**src/rtl/display_scanner.sv**
```systemverilog
`default_nettype none
// +---------------------------------------------------------------------------+
// | display_scanner: multiplexes NUM_DIGITS hex nibbles onto one 7-seg decoder |
// | with frame-aligned word commit. Option: LEADING_ZERO_BLANK_EN.  Rev 1.0    |
// +---------------------------------------------------------------------------+
module display_scanner #(
    parameter int NUM_DIGITS  = 4,
    parameter int REFRESH_DIV = 50000
) (
    input  logic                    clk,
    input  logic                    rst_n,
    input  logic [4*NUM_DIGITS-1:0] value,
    input  logic                    load,
    output logic [3:0]              num,
    output logic [NUM_DIGITS-1:0]   an_n,
    output logic                    frame_start
);

    localparam int PW = (REFRESH_DIV > 1) ? $clog2(REFRESH_DIV) : 1;
    localparam int IW = (NUM_DIGITS > 1) ? $clog2(NUM_DIGITS) : 1;
    localparam int DW = 4 * NUM_DIGITS;
    localparam logic [PW-1:0] PRESC_MAX = PW'(REFRESH_DIV - 1);
    localparam logic [IW-1:0] IDX_MAX   = IW'(NUM_DIGITS - 1);

    logic [PW-1:0]         presc;
    logic [IW-1:0]         idx;
    logic [IW-1:0]         idx_next;
    logic [DW-1:0]         shown;
    logic [DW-1:0]         shown_next;
    logic [DW-1:0]         pending;
    logic                  pend_v;
    logic                  tick;
    logic                  boundary;
    logic [NUM_DIGITS-1:0] sel;
    logic [3:0]            nib;
    logic                  blank;

    assign tick     = (presc == PRESC_MAX);
    assign boundary = tick && (idx == IDX_MAX);

    always_comb begin
        idx_next = idx;
        if (tick) begin
            idx_next = (idx == IDX_MAX) ? '0 : idx + 1'b1;
        end
    end

    // A same-cycle load on the boundary bypasses the pending register.
    always_comb begin
        shown_next = shown;
        if (boundary) begin
            if (load) begin
                shown_next = value;
            end else if (pend_v) begin
                shown_next = pending;
            end
        end
    end

    always_comb begin
        sel = '0;
        nib = '0;
        for (int i = 0; i < NUM_DIGITS; i++) begin
            if (idx_next == IW'(i)) begin
                sel[i] = 1'b1;
                nib    = shown_next[4*i +: 4];
            end
        end
    end

`ifdef LEADING_ZERO_BLANK_EN
    // Digit i goes dark when it and every more-significant nibble are zero.
    always_comb begin
        blank = 1'b0;
        for (int i = 1; i < NUM_DIGITS; i++) begin
            if (sel[i] && ((shown_next >> (4*i)) == '0)) begin
                blank = 1'b1;
            end
        end
    end
`else
    assign blank = 1'b0;
`endif

    always_ff @(posedge clk or negedge rst_n) begin
        if (!rst_n) begin
            presc <= '0;
            idx   <= '0;
        end else begin
            presc <= tick ? '0 : presc + 1'b1;
            idx   <= idx_next;
        end
    end

    always_ff @(posedge clk or negedge rst_n) begin
        if (!rst_n) begin
            shown   <= '0;
            pending <= '0;
            pend_v  <= 1'b0;
        end else begin
            shown <= shown_next;
            if (load) begin
                pending <= value;
            end
            if (boundary) begin
                pend_v <= 1'b0;
            end else if (load) begin
                pend_v <= 1'b1;
            end
        end
    end

    always_ff @(posedge clk or negedge rst_n) begin
        if (!rst_n) begin
            num         <= '0;
            an_n        <= '1;
            frame_start <= 1'b0;
        end else begin
            num         <= nib;
            an_n        <= blank ? '1 : ~sel;
            frame_start <= boundary;
        end
    end

endmodule
`default_nettype wire
```
**config.mk**
```make
export PLATFORM = sky130hd
export DESIGN_NAME = display_scanner
export DESIGN_NICKNAME = d
export VERILOG_FILES = /design/src/rtl/display_scanner.sv
export SDC_FILE = /design/constraint.sdc
export NUM_CORES = 1
export LEC_CHECK = 0
export ABC_AREA = 0
export CELL_PAD_IN_SITES_DETAIL_PLACEMENT = 1
export CELL_PAD_IN_SITES_GLOBAL_PLACEMENT = 1
export CORE_ASPECT_RATIO = 1.1
export CORE_MARGIN = 2
export CORE_UTILIZATION = 45
export DETAILED_ROUTE_END_ITERATION = 16
export PLACE_DENSITY = 0.91
export SLEW_MARGIN = 20
export SYNTH_ARGS = -nofsm -noshare
export SYNTH_HDL_FRONTEND = slang
export SYNTH_SLANG_ARGS = --single-unit
```
**constraint.sdc**
```tcl
create_clock -name clk -period 2.9 [get_ports clk]
set_input_delay 0.58 -clock clk [delete_from_list [all_inputs] [get_ports clk]]
set_output_delay 0.58 -clock clk [all_outputs]
set_load 0.1 [all_outputs]
```
**Yosys cells after proc, flatten, opt, wreduce, memory -nomap -nowiden**

Index checks and enable logic that the tools add are counted.

- Equal/unequal tests: 5
- Reductions and logical operators: 3
- Add/sub/neg operators: 2
- Order comparisons: 0
- Shift operators: 0
- $mul: 0
- Bitwise gates (word level): 1
- Multiplexer cells: 16
- Div/mod/pow operators: 0

Operators by type and width:

| kind | number |
|---|---|
| $mux 16 | 4 |
| $add 16x1->16 const B | 1 |
| $eq 16x16->1 const B | 1 |
| $mux 4 | 4 |
| $eq 2x2->1 const B | 3 |
| $mux 1 | 6 |
| $mux 2 | 2 |
| $not 4->4 | 1 |
| $add 2x1->2 const B | 1 |
| $eq 2x1->1 const B | 1 |
| $logic_not 2->1 | 1 |
| $reduce_bool 2->1 | 1 |
| $logic_and 1x1->1 | 1 |

- Output and inout port bits: 9
- Memory bits (writable): 0
- Word-level logic and storage cells: 35
- Flip-flop bits (word level): 60
- Memory bits (read-only): 0
- Memories kept: 0
- Latch bits: 0
- Bits of input ports: 19

**Depth between registers and ports, before layout**

- Word-level depth: 8
- Mapped depth: 8
- Gate-level depth less buffers: 7

**Least setup slack after synthesis**

No wires, ideal clock.

- Path kind: register to register
- Start point: register presc[7]
- End point: register num[0]
- Clock period less this slack: 2.350 ns
- Arrival: 2.279 ns
- Path slack: 0.550 ns
- Cell stages (with the launch flop): 8
- Required time: 2.829 ns
- Setup time: 0.071 ns
- Buffers on the path: 2
- Cell sequence: dfrtp_1 or4_4 nor4_2 buf_2 mux2i_1 clkbuf_1 o211ai_1 nand4_1

- Cells in the longest elaborated chain, start to end: 7
- Elaborated cells on any way between the ends: 12
- Classes of those cells: eq/ne (4); mux (6); reduce/logical (2)

Ends and longest elaborated chain:

| element | line | RTL |
|---|---|---|
| start: declaration | 25 | `logic [PW-1:0] presc;` |
| start signal: assignment | 90 | `presc <= tick ? '0 : presc + 1'b1;` |
| $eq 16x16->1 * | 38 | `assign tick = (presc == PRESC_MAX);` |
| $mux 2 or $logic_and 1x1->1 (tied branches) | 43, 39 |  |
| $logic_not 2->1 or $mux 16 (tied branches) | 64, 51 |  |
| $mux 4 (3 in series) | 64 | `if (idx_next == IW'(i)) begin` |
| $mux 4 * | 64 |  |
| via nib[0] | 35 | `logic [3:0] nib;` |
| end signal: assignment | 119 | `num <= nib;` |
| end: declaration | 14 | `output logic [3:0] num,` |

The timed path passes the listed nets; every way through them passes the cells marked *.
A chain may end at the register's enable or synchronous reset.

**Worst setup path after layout**

- Start point: register presc[7]
- End point: register num[2]

The elaborated chain is that of the path after synthesis.

==> results list <==
- The longest clock path from root to sink contains 2 buffers.
- Data arrival time at the worst-slack endpoint: between 2 and 3 ns
- Setup slack after layout: approximately 0.31 ns
- Top area cells in the synthesized netlist: sky130_fd_sc_hd__dfrtp_1, sky130_fd_sc_hd__mux2i_1, sky130_fd_sc_hd__dfstp_2, sky130_fd_sc_hd__a21boi_0, sky130_fd_sc_hd__o211ai_1
- Area of the die: roughly 6600 um2
- Across every metal layer, demand over resource in global routing totals 20.6%.
- # fillers: 619
- Async set-reset flop share out of synthesis: 100%
- Number of vias per cell: approximately 5.4
* Max_cap viols: 0
- DRT antenna net count: 0
- Number of vias after detailed routing: roughly 1900
* Final core utilization: a little under three fifths
- In this run the clock root is driven by a sky130_fd_sc_hd__clkbuf_8.
- Synthesized Nets: 262
* Setup fix buffers added after clock tree synthesis: 0
- Post-Synthesis Cells: between 200 and 250
- Largest stage delay on the critical path: 0.56 ns
- The flow ran to the end, and the final reports show no timing, DRC or antenna violations.
* Final period demand of the worst path: 2.59 ns
* Worst setup slack before clock tree synthesis: 0.304 ns
* Wire length of the first global-routing pass: around 10 mm
* Layout area overhead: 18.9%
- Among all flip-flop cells after synthesis, the most frequent one is sky130_fd_sc_hd__dfrtp_1.
* Path class of the lowest-slack min-delay path: primary input to async pin
* Starting density of the core: a little under half
- For the worst setup path, the data required time is roughly 3.2 ns.
- The number of pins exceeding their max-slew limit in the final report came to 0.
- For this run the aggregate overflow at the end of global routing stands at 0.
- Actual slew at the worst max-slew pin: approximately 0.76 ns
* Crit path cell chain: or4_4 -> nor4_2 -> buf_4 -> mux2i_1 -> inv_1 -> a2111o_1 -> nand4_1
- The first routing iteration left 68 violations.
* Critical Path End Type: flop
* Clock H-tree levels: 3
- Sequential cell area: 1510 um2
* Number of antenna violations at the first check in global routing: 0
- Final Skew: a little under 0.007 ns
- Once the clock tree was built, the resizer swapped 0 gates to a different size.
- Summing every instance area after synthesis gives approximately 2700 um2.
* Core footprint: between 5000 and 6000 um2
- The worst path uses a little under 90% of the clock period.
- Largest delay share family, worst path: simple AND/OR/NAND/NOR gates
* Via count of the first global-routing pass: about 2200
* Number of hold-repair buffers added at the cts stage: 0
* Number of top-level pins: 28
* P_int: 1.25 mW
- Aggregate routed wire length: about 6 mm
* TritonCTS clock tree: yes
- The finished layout holds 357 standard cells, fillers aside.
- Of the total power, combinational logic draws under 10%.
- Clock network power share: 39.7%
- Number of iterations in the first detailed-routing pass: 4
- After the last flow step, the layout net total stands at a little under 300.
* Pwr Density: 514 nW/um2
* Total setup violations reported at the end of the flow: 0
- Summed over all nets, the half-perimeter wirelength after detailed placement is 4.24 mm.
- Net switching is around 24% of the power.
- Top-area cell type share of the netlist area: 52.0%
- A synthesized cell averages about 11 um2.
- Clock transition at the register clock pins on the worst setup and hold paths after CTS: 0.07 ns
- Input and output buffers added on the ports amount to 27.
- The number of hold-slack violations in the final timing report came to 0.
* Cell with the largest stage delay on the worst path: sky130_fd_sc_hd__or4_4
- Worst-Skew Late Latency: between 0.3 and 0.4 ns
- Of all nets on the critical path, the largest fanout is 15.
- The worst-case IR drop observed on VDD is between 200 and 300 uV.
* Sequential cell area fraction in the yosys report: between 50% and 60%
* Power share of the sequential group: 53.2%
- # placed instances: between 300 and 400
- Overall power consumption after layout is estimated at 1.65 mW.
- The netlist uses 37 different library cells.
* Antenna fix cells: 0
* Instance area at placement: 3030 um2
- Synthesis warning total: 0
- Summed over all instances, the cell type with the most area after synthesis is sky130_fd_sc_hd__dfrtp_1.
* Switching pwr: roughly 0.40 mW
* WS Path Type: flop to flop
- Number of enable flip-flop cells after synthesis: 0
* Highest clock rate: 0.387 GHz
* Slew headroom: 49.1%
- FP Rows: 29
- Counting every sink on the clock net gives 60.
- Register bit total from synthesis: 60
- TritonCTS buffer count: 9
- The finished cells cover about 3200 um2.
* Worst hold margin: ~0.40 ns
* Global placer's final weighted congestion: ~0.80
* Die width: ~78 um
- Setup repair after global routing left no endpoint under its margin.
- Sum of buffers and inverters on the critical path: 2
- Final routed wire length divided by cell count: about 17 um
* Startpoint class of the critical path: flop
* Accumulated negative setup slack: 0 ns
- The multi-input combinational cells in the finished layout cover a total of 1060 um2.
* DIE HEIGHT: around 85 um
* Pin count of the biggest net entering global routing: between 60 and 70
* Leakage power of the design: between 1.5 and 2 nW
- # DRC: 0
* Layout cells sized above 1: approximately 20%
[power groups by stage]
stage,Combinational (mW),Clock [mW],Sequential [mW]
floorplan,0.0482,0,0.899
global placement,0.114,0,0.889
detailed placement,0.119,0,0.891
CTS,0.120,0.677,0.876
global route,0.131,0.710,0.877
finish,0.118,0.653,0.876
[worst paths after layout]
| check | from | endpoint | slack (ns) | cells past startpoint |
|---|---|---|---|---|
| worst max register to register | presc[7] | num[2] | 0.31 | 7 |
| max in group asynchronous | rst_n | pending[15] | 1.98 | 2 |
| worst max-delay path | presc[7] | num[2] | 0.31 | 7 |
| worst min-delay path | rst_n | presc[8] | 0.40 | 2 |
| worst min register to register | pending[0] | pending[0] | 0.48 | 2 |
| min in group clk | pending[0] | pending[0] | 0.48 | 2 |
[flip-flops by register name, summed over array words and instances, names as in the netlist]
signal	count
shown	16
pending	16
frame_start	1
presc	16
num	4
an_n	4
idx	2
pend_v	1
[placed cells by master, fill, tap and decap left out, types with 2 or more instances in the layout]
cell,instances
sky130_fd_sc_hd__inv_1,18
sky130_fd_sc_hd__or4_4,2
sky130_fd_sc_hd__xor2_1,6
sky130_fd_sc_hd__mux2i_1,18
sky130_fd_sc_hd__dfrtp_1,56
sky130_fd_sc_hd__clkdlybuf4s50_1,17
sky130_fd_sc_hd__ha_1,2
sky130_fd_sc_hd__a21o_1,4
sky130_fd_sc_hd__nor3_1,12
sky130_fd_sc_hd__nand2_1,11
sky130_fd_sc_hd__a2111o_1,4
sky130_fd_sc_hd__clkbuf_1,2
sky130_fd_sc_hd__a21boi_0,11
sky130_fd_sc_hd__clkinv_2,2
sky130_fd_sc_hd__nor2_1,13
sky130_fd_sc_hd__clkinvlp_4,2
sky130_fd_sc_hd__dfstp_2,4
sky130_fd_sc_hd__nand4_1,6
sky130_fd_sc_hd__a21oi_1,7
sky130_fd_sc_hd__buf_4,16
sky130_fd_sc_hd__nand3_1,6
sky130_fd_sc_hd__xnor2_1,7
sky130_fd_sc_hd__and3_1,3
sky130_fd_sc_hd__o211ai_1,11
sky130_fd_sc_hd__nand4b_1,2
sky130_fd_sc_hd__a21oi_2,4
sky130_fd_sc_hd__clkbuf_8,10
sky130_fd_sc_hd__or2_2,12
[cell type report]
class,count,share of cell area (%)
clock buffers,12,4.53
clock inverters,4,0.781
flip-flops and latches,60,47.0
multi-input cells,151,33.2
inverters,19,2.23
well taps,77,3.01
repair buffers,34,9.22
[cells by family (layout without fill, tap and decap cells)]
group	Yosys count	in the layout	synth area share [%]
AO/OA/AOI/OAI	42	42	11.7
XOR/XNOR	13	13	4.22
adder cells (fa/ha/maj)	2	2	0.928
buffers and inverters	30	69	4.60
flip-flops	60	60	55.9
multiplexers	19	19	7.10
AND/OR/NAND/NOR	75	75	15.6
[cell usage after synthesis, drive strengths merged (2+ instances only)]
cell,n
or4,2
ha,2
clkbuf,5
dfstp,4
nand4b,2
xor2,6
and3,3
dfrtp,56
or2,12
o211ai,11
nor2,13
a21o,4
nor3,12
a2111o,4
a21boi,11
inv,19
nand4,6
xnor2,7
mux2i,18
buf,6
nand3,6
nand2,11
a21oi,11
[per-layer routing]
| metal | track usage (%) | wire [um] | up-vias |
|---|---|---|---|
| met2 | 35.2 | 3270 | 34 |
| met3 | 6.28 | 178 | 8 |
| met1 | 24.5 | 2620 | 976 |
| met4 | 7.79 | 78 | 0 |
| met5 | 0 | 0 | - |
| li1 | - | - | 909 |
No activity file was read; power rests on OpenSTA's default activity.
